$ cat config.mk
export PLATFORM = sky130hd
export DESIGN_NAME = clk_div_prog_flat
export DESIGN_NICKNAME = d
export VERILOG_FILES = /design/src/rtl/clk_div_prog_if.sv /design/src/rtl/clk_div_prog.sv /design/src/flat_wrapper.sv
export SDC_FILE = /design/constraint.sdc
export NUM_CORES = 1
export LEC_CHECK = 0
export ABC_CLOCK_PERIOD_IN_PS = 3790
export BUFFER_PORTS_ARGS = -buffer_cell sky130_fd_sc_hd__buf_4
export CORE_MARGIN = 2
export CORE_UTILIZATION = 44
export CTS_CLUSTER_DIAMETER = 80
export DETAILED_ROUTE_END_ITERATION = 12
export PLACE_DENSITY = 0.67
export SLEW_MARGIN = 20
export SYNTH_ARGS = -nofsm -noshare
export SYNTH_HDL_FRONTEND = slang
export SYNTH_SLANG_ARGS = --single-unit
$ cat constraint.sdc
create_clock -name clk -period 3.79 [get_ports clk]
set_input_delay 0 -clock clk [delete_from_list [all_inputs] [get_ports clk]]
set_output_delay 0 -clock clk [all_outputs]
set_load 0.1 [all_outputs]
$ cat src/rtl/clk_div_prog_if.sv
// Control/status bundle for clk_div_prog.
//   master: drives en, load, div_ratio; observes the divider outputs.
//   slave : the divider itself.
// Signals:
//   en           run request (1 = divide, 0 = stop at next period boundary)
//   load         one-cycle strobe capturing div_ratio
//   div_ratio    requested ratio N (0 = stop, 1 is clamped to 2)
//   div_out      divided square wave
//   div_out_n    complement of div_out
//   tick         one-cycle pulse on the last cycle of each period
//   ratio_active ratio currently in use
//   running      1 while the divider is running
interface clk_div_prog_if #(
    parameter int WIDTH = 8
);
    logic             en;
    logic             load;
    logic [WIDTH-1:0] div_ratio;
    logic             div_out;
    logic             div_out_n;
    logic             tick;
    logic [WIDTH-1:0] ratio_active;
    logic             running;

    modport master (
        output en, load, div_ratio,
        input  div_out, div_out_n, tick, ratio_active, running
    );

    modport slave (
        input  en, load, div_ratio,
        output div_out, div_out_n, tick, ratio_active, running
    );
endinterface

$ cat src/rtl/clk_div_prog.sv
// Runtime-programmable integer clock divider producing a registered square
// wave (high for ceil(N/2) cycles, low for the rest), its complement and a
// one-cycle tick on the last cycle of each period. Ratio changes take effect
// only at a period boundary (or immediately while stopped), so no runt or
// stretched pulses appear. The outputs are data-path strobes, not clocks.
// Ports:
//   clk    system clock, rising edge
//   reset  asynchronous active-low reset
//   bus    clk_div_prog_if.slave (en, load, div_ratio in; div_out,
//          div_out_n, tick, ratio_active, running out)
module clk_div_prog #(
    parameter int WIDTH         = 8,
    parameter int DEFAULT_RATIO = 6
) (
    input  logic          clk,
    input  logic          reset,
    clk_div_prog_if.slave bus
);
    localparam logic [0:0] ST_STOP = 1'b0;
    localparam logic [0:0] ST_RUN  = 1'b1;

    logic [0:0]       state, state_nx;
    logic [WIDTH-1:0] count, count_nx;
    logic [WIDTH-1:0] ratio, ratio_nx;
    logic [WIDTH-1:0] pend_val, pend_val_nx;
    logic             pending, pending_nx;
    logic             div_q, tick_q;

    logic             eff_pend;
    logic [WIDTH-1:0] eff_val;
    logic             stop_req;
    logic             at_boundary;
    logic [WIDTH:0]   half_nx;
    logic             div_nx, tick_nx;

    always_comb begin
        // A load in the current cycle overrides whatever is pending, so a
        // load on the boundary cycle shapes the period starting at that edge.
        eff_pend    = bus.load | pending;
        eff_val     = bus.load ? bus.div_ratio : pend_val;
        stop_req    = eff_pend && (eff_val == '0);
        at_boundary = (state == ST_RUN) && (count == ratio - WIDTH'(1));

        state_nx    = state;
        count_nx    = count;
        ratio_nx    = ratio;
        pending_nx  = eff_pend;
        pend_val_nx = eff_val;

        if ((state == ST_STOP) || at_boundary) begin
            if (eff_pend && !stop_req) begin
                ratio_nx   = (eff_val == WIDTH'(1)) ? WIDTH'(2) : eff_val;
                pending_nx = 1'b0;
            end
            // A pending zero ratio stays pending and holds the divider in
            // STOP until a nonzero ratio is loaded.
            count_nx = '0;
            state_nx = (bus.en && !stop_req) ? ST_RUN : ST_STOP;
        end else begin
            count_nx = count + WIDTH'(1);
        end

        // Outputs are registered from the next-state view so they are
        // clean flop outputs aligned with count.
        half_nx = ({1'b0, ratio_nx} + (WIDTH+1)'(1)) >> 1;
        div_nx  = (state_nx == ST_RUN) && ({1'b0, count_nx} < half_nx);
        tick_nx = (state_nx == ST_RUN) && (count_nx == ratio_nx - WIDTH'(1));
    end

    always_ff @(posedge clk or negedge reset) begin
        if (!reset) begin
            state    <= ST_STOP;
            count    <= '0;
            ratio    <= WIDTH'(DEFAULT_RATIO);
            pend_val <= '0;
            pending  <= 1'b0;
            div_q    <= 1'b0;
            tick_q   <= 1'b0;
        end else begin
            state    <= state_nx;
            count    <= count_nx;
            ratio    <= ratio_nx;
            pend_val <= pend_val_nx;
            pending  <= pending_nx;
            div_q    <= div_nx;
            tick_q   <= tick_nx;
        end
    end

    assign bus.div_out      = div_q;
    assign bus.div_out_n    = ~div_q;
    assign bus.tick         = tick_q;
    assign bus.ratio_active = ratio;
    assign bus.running      = (state == ST_RUN);
endmodule

$ cat src/flat_wrapper.sv
// flat-port wrapper written by rule: the top's interface ports become plain ports
module clk_div_prog_flat 
#(
    parameter int WIDTH         = 8,
    parameter int DEFAULT_RATIO = 6
)
  (clk, reset, bus_en, bus_load, bus_div_ratio, bus_div_out, bus_div_out_n, bus_tick, bus_ratio_active, bus_running);
  clk_div_prog_if #(.WIDTH(WIDTH)) bus_i ();
  input  logic clk;
  input  logic reset;
  input wire logic [$bits(bus_i.en)-1:0] bus_en;
  input wire logic [$bits(bus_i.load)-1:0] bus_load;
  input wire logic [$bits(bus_i.div_ratio)-1:0] bus_div_ratio;
  output wire logic [$bits(bus_i.div_out)-1:0] bus_div_out;
  output wire logic [$bits(bus_i.div_out_n)-1:0] bus_div_out_n;
  output wire logic [$bits(bus_i.tick)-1:0] bus_tick;
  output wire logic [$bits(bus_i.ratio_active)-1:0] bus_ratio_active;
  output wire logic [$bits(bus_i.running)-1:0] bus_running;
  assign bus_i.en = bus_en;
  assign bus_i.load = bus_load;
  assign bus_i.div_ratio = bus_div_ratio;
  assign bus_div_out = bus_i.div_out;
  assign bus_div_out_n = bus_i.div_out_n;
  assign bus_tick = bus_i.tick;
  assign bus_ratio_active = bus_i.ratio_active;
  assign bus_running = bus_i.running;
  clk_div_prog #(.WIDTH(WIDTH), .DEFAULT_RATIO(DEFAULT_RATIO)) u_core (.clk(clk), .reset(reset), .bus(bus_i));
endmodule
==> results.txt <==
Status = finished with violations
Failing checks = setup timing
Max Cap Viol = 0
Reg2Reg Setup Slack = -0.04 ns
Data arrival, critical path = 4.04 ns
DR pass1 iterations = 4
Final Hold Fails = 0
Hold_sp = bus_div_ratio[0]
Pre-CTS setup slack = -0.121 ns
Min-delay worst type = in -> reg
Total Wirelength = 5.73 mm
Commonest non-fill, non-tap cell in the layout = buf_4
CP max-delay cell = dfstp_4
Layout area overhead = 33.2%
Min-Delay Path Depth = 3
Slew HR = 55.4%
Clock sink total = 28
Post-synthesis sequential area ratio = 32.5%
Clk slew on worst S/H paths = 0.10 ns
Fin crit period = 3.83 ns
Setup violators final = 1
Diode count = 0
Drt drc = 0
Top FF cell, synth = dfrtp_1
Kind of start point of the critical path = flop
Setup ws final = -0.0426 ns
Async S/R FF share, synth = 100%
Io pins = 24
Total gr overflow = 0
RD Place Congestion = 0.896
Commonest non-fill, non-tap cells in the layout = 62 x buf_4, 23 x dfrtp_1, 22 x xnor2_1, 19 x nor2_1, 16 x nand2_1
Clk buf depth = 2
Layout cell share with drive strength beyond 1 = 34.9%
Clock skew = 0.00544 ns
Post-Syn Area = 2170 um2
FF+latch count, synth = 28
Worst path max stage delay = 0.63 ns
YS warnings = 0
DP HPWL = 4.52 mm
R2R Path Start = u_core.bus.ratio_active[1]
Worst Path Required = 4.00 ns
Syn Inst Count = 231
Die width = 74.2 um
Syn_area_per_cell = 9.38 um2
Reg-to-reg critical path endpoint = u_core.bus.div_out
Clock Latency Late Sink = 0.28 ns
Post-Syn Nets = 254
Vias in the first global route = 1981
EDFF count, synth = 0
RSZ-0062 raised after global routing = true
DIE HEIGHT = 74.2 um
Initial antenna violation count = 0
Number of port buffers = 23
Final cycle utilization of the critical path = 101%
Clock Tree Root = clkbuf_8
Die ar. = 5500 um2
Reg2reg path depth = 19
Initial Util = 45.9%
Worst-margin pin slew = 0.664 ns
Max Clock Freq = 0.261 GHz
CP Class = reg -> reg
Unique masters post-synth = 55
CTS tree = yes
Vias/cell = 5.35
Element type at the critical path end = flop
WP buf/inv = 2
GR Util All Layers = 22.6%
Largest net degree at the start of global routing = 29
Layout Utilization = 61.1%
CP max FO = 3
Wire per inst = 15.8 um
Worst path cell trace = inv_2 -> ha_4 -> nor3b_4 -> xnor2_1 -> or4_4 -> a2111o_4 -> a2111oi_4 -> or2_1 -> inv_2 -> ha_4 -> nand2_2 -> nor2_1 -> xnor2_1 -> ha_1 -> a21o_1 -> a21o_1 -> a21oi_1 -> nand2_1 -> nor2_1
Layout fillers = 434
Remaining antenna violation count = 0
Number of nets in the layout = 319
Pins Over Slew Limit = 0
First-pass GRT wire length = 9.25 mm
CTS Buf Count = 3
Top delay family on crit path = compound AO/OA/AOI/OAI gates
H-tree lvl count = 1
Hold Path End = u_core.pend_val[0]
Core area = 4720 um2
DR vias = 1935
FP Rows = 25
Drt initial violations = 80
## repair_timing
action | in CTS | in global routing
endpoints found under the setup margin | 1 | 2
resized for setup | 4 | 6
buffers inserted | 1 | 3
pin swaps | 8 | 11
hold buffers | 3 | 0
endpoints found under the hold margin | 30 | 0
## through the flow
step	cells	area (um2)	hold slack (ns)	TNS [ns]
floorplan	231	2200	-0.296	-0.357
detailed placement	351	2690	-0.0553	-0.121
global route	362	2880	0.0301	-0.300
CTS	359	2820	0.00284	-0.0811
global placement	351	2690	-0.0577	-0.0489
finish	362	2880	0.0121	-0.0426
## cells in the mapped netlist (all sizes together) (4+ instances only)
cell type,n,area share (%)
nand4,5,1.7
a21oi,6,1.4
nor2,20,3.8
a2111oi,4,3.4
a31oi,4,1.2
mux2,6,3.1
nand3,9,2.1
inv,16,2.8
or2,5,1.4
o21ai,7,1.6
xor2,10,4.0
dfrtp,26,30
ha,11,6.4
nand2,17,2.9
and3,4,1.2
mux2i,6,2.8
xnor2,22,8.9
nor3,9,2.1
buf,4,1.5
## cells by family after synthesis
family                   Yosys count  share of synthesized area (%)
AO/OA/AOI/OAI                     48                           18.5
XOR/XNOR                          32                           12.9
adder cells (fa/ha/maj)           11                           6.35
buffers and inverters             22                           4.62
flip-flops                        28                           32.5
multiplexers                      12                           5.89
AND/OR/NAND/NOR                   78                           19.2
## worst register-to-register path: cells and delay by family (launching register included)
kind	cells	cell delay (ns)
AOI/OAI and AO/OA	5	1.11
and+or+nand+nor	7	1.04
xor gates and xnor gates	2	0.26
buffers and inverters	2	0.11
DFF	1	0.63
adders and majority gates	3	0.64
## state kept, by name (all words and copies together), names as in the netlist
register	count
u_core.pending	1
u_core.bus.running	1
u_core.bus.ratio_active	8
u_core.pend_val	8
u_core.count	8
u_core.bus.div_out	1
u_core.bus.tick	1
## worst max path at each step
stage	start	endpoint	slack, ns	depth (start not counted)
2_1_floorplan	u_core.bus.ratio_active[1]	u_core.bus.div_out	-0.24	19
3_5_place_dp	u_core.bus.ratio_active[1]	u_core.bus.div_out	-0.12	19
6_report	u_core.bus.ratio_active[1]	u_core.bus.div_out	-0.04	19
4_1_cts	u_core.bus.ratio_active[1]	u_core.bus.div_out	-0.08	19
3_3_place_gp	u_core.bus.ratio_active[1]	u_core.bus.div_out	-0.05	18
5_1_grt	u_core.bus.ratio_active[1]	u_core.bus.div_out	-0.22	19
## area by class of cell
type / instances / area (um2) / area share (%)
clock buffer: 3 / 41.3 / 1.43
clock inverter: 1 / 30.0 / 1.04
inverter: 16 / 60.1 / 2.08
multi-input combinational: 181 / 1450 / 50.1
sequential: 28 / 717 / 24.9
tap: 67 / 83.8 / 2.91
timing repair buffer: 66 / 507 / 17.6
## metal layers
metal	GRT usage [%]	vias to the layer above	wire, um
li1	-	955	-
met1	28.7	920	2490
met2	40.5	52	2830
met3	3.39	8	332
met4	5.25	0	80
met5	0	-	0
Power is not shown: default switching activity piles up to over one toggle a cycle in this logic, so the estimate is an artifact.
